<file path="src/rtl/l2l_bram_tx.sv">
// Inter-layer BRAM write transmitter: staging FIFO feeding the next layer's input-BRAM write port.
// Build option: define L2L_TX_RELU_EN to clamp negative lanes to zero at the output register.
module l2l_bram_tx #(
    parameter int M           = 16,
    parameter int DW          = 16,
    parameter int ADDR_WIDTH  = 10,
    parameter int FRAME_WORDS = 676,
    parameter int FIFO_DEPTH  = 4,
    parameter int FINAL_PHASE = 5
) (
    input  logic                  clk,
    input  logic                  rst,
    input  logic                  start,
    input  logic                  in_valid,
    input  logic [M*DW-1:0]       in_data,
    output logic                  in_ready,
    input  logic                  dn_hold,
    output logic                  ld_out,
    output logic [ADDR_WIDTH-1:0] addr_out,
    output logic [M*DW-1:0]       data_out,
    output logic [2:0]            u_out,
    output logic                  busy,
    output logic                  frame_done,
    output logic [1:0]            dbg_state
);
    localparam int W  = M * DW;
    localparam int CW = ADDR_WIDTH + 1;
    localparam int PW = $clog2(FIFO_DEPTH);
    localparam logic [CW-1:0] FW    = CW'(FRAME_WORDS);
    localparam logic [PW:0]   DEPTH = (PW + 1)'(FIFO_DEPTH);
    localparam logic [2:0]    PHASE = 3'(FINAL_PHASE);

    typedef enum logic [1:0] {S_IDLE, S_STREAM, S_DRAIN, S_DONE} state_t;

    // Handshake: a word moves when in_valid && in_ready at a rising edge; upstream holds it otherwise.
    state_t            state_q, state_d;
    logic [CW-1:0]     acc_cnt_q, acc_cnt_d;
    logic [CW-1:0]     wr_cnt_q, wr_cnt_d;
    logic [W-1:0]      mem_q [FIFO_DEPTH];
    logic [PW-1:0]     wr_ptr_q, rd_ptr_q;
    logic [PW:0]       count_q;
    logic              ld_q;
    logic [ADDR_WIDTH-1:0] addr_q;
    logic [W-1:0]      data_q;
    logic              push, pop, fifo_full, fifo_empty, active;

    function automatic logic [W-1:0] out_word(input logic [W-1:0] w);
        logic [W-1:0] r;
        r = w;
`ifdef L2L_TX_RELU_EN
        for (int l = 0; l < M; l++) begin
            if (w[l*DW + DW - 1]) r[l*DW +: DW] = '0;
        end
`endif
        return r;
    endfunction

    always_comb begin
        state_d    = state_q;
        acc_cnt_d  = acc_cnt_q;
        wr_cnt_d   = wr_cnt_q;
        fifo_full  = (count_q == DEPTH);
        fifo_empty = (count_q == '0);
        active     = (state_q == S_STREAM) || (state_q == S_DRAIN);
        in_ready   = (state_q == S_STREAM) && !fifo_full && (acc_cnt_q < FW);
        push       = in_valid && in_ready;
        pop        = active && !fifo_empty && !dn_hold && (wr_cnt_q < FW);
        if (push) acc_cnt_d = acc_cnt_q + CW'(1);
        if (pop)  wr_cnt_d  = wr_cnt_q + CW'(1);
        case (state_q)
            S_IDLE: begin
                if (start) begin
                    state_d   = S_STREAM;
                    acc_cnt_d = '0;
                    wr_cnt_d  = '0;
                end
            end
            S_STREAM: if (acc_cnt_q == FW) state_d = S_DRAIN;
            S_DRAIN:  if (wr_cnt_q == FW)  state_d = S_DONE;
            S_DONE:   state_d = S_IDLE;
            default:  state_d = S_IDLE;
        endcase
    end

    always_ff @(posedge clk) begin
        if (!rst) begin
            state_q   <= S_IDLE;
            acc_cnt_q <= '0;
            wr_cnt_q  <= '0;
            wr_ptr_q  <= '0;
            rd_ptr_q  <= '0;
            count_q   <= '0;
            ld_q      <= 1'b0;
            addr_q    <= '0;
            data_q    <= '0;
        end else begin
            state_q   <= state_d;
            acc_cnt_q <= acc_cnt_d;
            wr_cnt_q  <= wr_cnt_d;
            if (push) wr_ptr_q <= wr_ptr_q + PW'(1);
            if (pop)  rd_ptr_q <= rd_ptr_q + PW'(1);
            if (push && !pop)      count_q <= count_q + (PW + 1)'(1);
            else if (pop && !push) count_q <= count_q - (PW + 1)'(1);
            ld_q <= pop;
            // Address and data hold their last value between writes.
            if (pop) begin
                addr_q <= wr_cnt_q[ADDR_WIDTH-1:0];
                data_q <= out_word(mem_q[rd_ptr_q]);
            end
        end
    end

    always_ff @(posedge clk) begin
        if (push) mem_q[wr_ptr_q] <= in_data;
    end

    assign ld_out     = ld_q;
    assign addr_out   = addr_q;
    assign data_out   = data_q;
    assign u_out      = (state_q == S_IDLE) ? 3'd0 : PHASE;
    assign busy       = (state_q != S_IDLE);
    assign frame_done = (state_q == S_DONE);
    assign dbg_state  = state_q;
endmodule

</file>
<file path="config.mk">
export PLATFORM = sky130hd
export DESIGN_NAME = l2l_bram_tx
export DESIGN_NICKNAME = d
export VERILOG_FILES = /design/src/rtl/l2l_bram_tx.sv
export SDC_FILE = /design/constraint.sdc
export NUM_CORES = 1
export LEC_CHECK = 0
export ABC_AREA = 1
export CORE_ASPECT_RATIO = 1.5
export CORE_UTILIZATION = 45
export CTS_BUF_LIST = sky130_fd_sc_hd__clkbuf_4
export DETAILED_ROUTE_END_ITERATION = 8
export PLACE_DENSITY = 0.64
export RECOVER_POWER = 25
export SLEW_MARGIN = 20
export SYNTH_ARGS = -nofsm -noshare
export SYNTH_HDL_FRONTEND = slang
export SYNTH_SLANG_ARGS = --single-unit
</file>
<file path="constraint.sdc">
create_clock -name clk -period 15.15 [get_ports clk]
set_input_delay 2.2725 -clock clk [delete_from_list [all_inputs] [get_ports clk]]
set_output_delay 2.2725 -clock clk [all_outputs]
set_load 0.005 [all_outputs]
</file>
==> run metrics <==
status=finished clean; GRT overflow=0; FFs w/ async S/R, synth=0%; commonest register cell after synthesis=edfxtp_1; vias in the first global route=32300; Avg Vias per Cell=5.31; Detailed Routing Iterations Pass 1=8; max-slew violations=0; first-pass GRT wire length=approximately 190 mm; Post-Synthesis Mean Instance Area=12.4 um^2; Die Ht=405 um; Chip Width=270 um; clock-pin slew of the registers on the worst-case setup and hold paths=about 70 ps; PwrDens=149 nW/um^2; Worst VDD drop=81.4 uV; Yosys warning count=0; DR iter-0 viols=around 2100; cell area after synthesis=48600 um^2; Max FO, Critical Path=8; Min Clock Period, post-route=5700 ps; Syn-to-layout area delta=21.3%; final setup fails=0; crit path launch type=flip-flop; Overall Global Routing Usage=~22%; met1 Usage GRT=26.0%; Post-synth EDFFs=1024; skew final=86.5 ps; unrepaired setup endpoints after global routing=false; Post-DP Area=approximately 55000 um^2; Hold WS=462 ps; cts repair resizes=0; Cells after Synth=roughly 4000; Post-Route WL=123 mm; type of element capturing the critical path=output pin; total negative slack=0 ps; met3 usage=under 10%; Synth area leaders=edfxtp_1 (63%), dfxtp_1 (12%), o21ai_0 (5.1%); area share of the largest cell type after synthesis=between 60% and 70%; syn nets=4188; # DRC=0; CTS Root Cell=clkbuf_4; Pwr Total=8.79 mW; Initial Util=45.4%; total CTS buffers=322; wire per inst=19.7 um; largest area contributor in the netlist=edfxtp_1; Hold Crit Class=flip-flop to flip-flop; Pleak=just under 20 nW; routing usage on met2=a little under two fifths; final hold vios=0; Distinct cells, synth=30; layout cells sized above 1=11.5%; clk sink count=1322; register area share after synthesis=about three quarters; Slew @ Worst Pin=1120 ps; gpl congestion=approximately 0.8; Final period util=37.6%; IO buf count=534; Crit path arrival time=3430 ps; DIE AREA=109000 um^2; Crit Path Category=flip-flop to output pin; nets=4810; Yosys reg bits=1322; post-route ant nets=0; Sequential Area=about 37000 um^2; worst-skew pair later-pin latency=1250 ps; H-tree Lvls=5; final instance area=around 59000 um^2; # IOs=536; Rel. slew slack=between 20% and 30%; Row Count=roughly 150; gr busiest metal=met2; post-CTS setup buffer count=0; Fmax achieved=about 180 MHz; vias post-DR=roughly 33000; CTS tree=done; CTS Buffer Depth=4; Fill cells=approximately 9100; footprint of the multi-input gates=10500 um^2; core area=107000 um^2; initial antenna violation count=between 50 and 60; largest net degree at the start of global routing=231; hold_buf cts=0; maxcap violations=0; detailed placement HPWL=around 66 mm; worst path required time=12880 ps
## state kept, by name, summed over array words and instances, names as in the netlist
| name | cells |
|---|---|
| data_out | 256 |
| dbg_state | 2 |
| ld_out | 1 |
| wr_ptr_q | 2 |
| addr_out | 10 |
| mem_q | 1024 |
| rd_ptr_q | 2 |
| count_q | 3 |
| wr_cnt_q | 11 |
| acc_cnt_q | 11 |
## cells in the mapped netlist (5+ instances only)
cell,n
buf_2,70
buf_6,8
clkbuf_1,141
nand3_1,11
a21oi_1,282
nor2_1,564
ha_1,14
o21ai_1,29
nand2_1,595
o22ai_1,256
o21ai_0,496
buf_4,44
edfxtp_1,1024
dfxtp_1,298
nand4_1,7
nor3_1,8
inv_2,5
inv_1,45
## cell usage in the layout (no fill, tap or decap), types with 65 or more instances in the layout
cell type	count
a21oi_1	282
clkbuf_4	481
clkdlybuf4s50_1	353
clkinv_1	65
dfxtp_1	296
dlygate4sd3_1	181
edfxtp_1	1024
nand2_1	595
nor2_1	560
o21ai_0	496
o22ai_1	256
## through the flow
stage               instances  util, %  worst slack [ps]
floorplan                3912        -              1080
global placement         5625     51.2              9080
detailed placement       5625     51.2              9000
CTS                      6196     55.0              9260
global route             6216     55.1              9140
finish                   6222     55.1              9450
## worst max-delay path: stages (launching register included)
cell and delay (ps):
dfxtp_1 380, inv_1 160, ha_1 190, nand3_1 80, nor2_1 480, nand2_1 110, inv_1 210, clkdlybuf4s50_1 610
## logic make-up after synthesis
family / share of synthesized area (%)
AOI/OAI and AO/OA: 11.6
and+or+nand+nor: 9.32
other: 0.00771
buffers and inverters: 3.10
adders and majority gates: 0.401
xor gates and xnor gates: 0.0360
DFF: 75.5
## per-layer routing
metal  routed length [um]  share of wire [%]
met1                48200                 39
met2                62300                 51
met3                 8300                6.8
met4                 3680                3.0
met5                  123               0.10
## cell type report
type                    count  area share [%]
well taps                1415            3.00
repair buffers            564            9.61
flip-flops and latches   1322            62.3
inverters                  50           0.369
diodes                     26           0.110
clock inverters            90           0.793
clock buffers             481            6.12
multi-input cells        2274            17.7
## where the power goes
group	total [mW]	internal [mW]	switching, mW
logic	1.54	0.578	0.965
registers	4.36	4.22	0.144
clock network	2.88	1.52	1.36
total	8.79	6.32	2.47
## worst paths after layout
path | from | to | slack (ps) | depth (start not counted)
worst max-delay path | dbg_state[1]$_SDFFE_PN0P_ | in_ready | 9450 | 7
worst min-delay path | data_out[220]$_SDFFE_PN0N_ | data_out[220]$_SDFFE_PN0N_ | 460 | 2
worst min register to register | data_out[220]$_SDFFE_PN0N_ | data_out[220]$_SDFFE_PN0N_ | 460 | 2
worst max register to register | dbg_state[1]$_SDFFE_PN0P_ | mem_q[2][149]$_DFFE_PP_ | 10660 | 8
(Power assumes the default switching activity.)
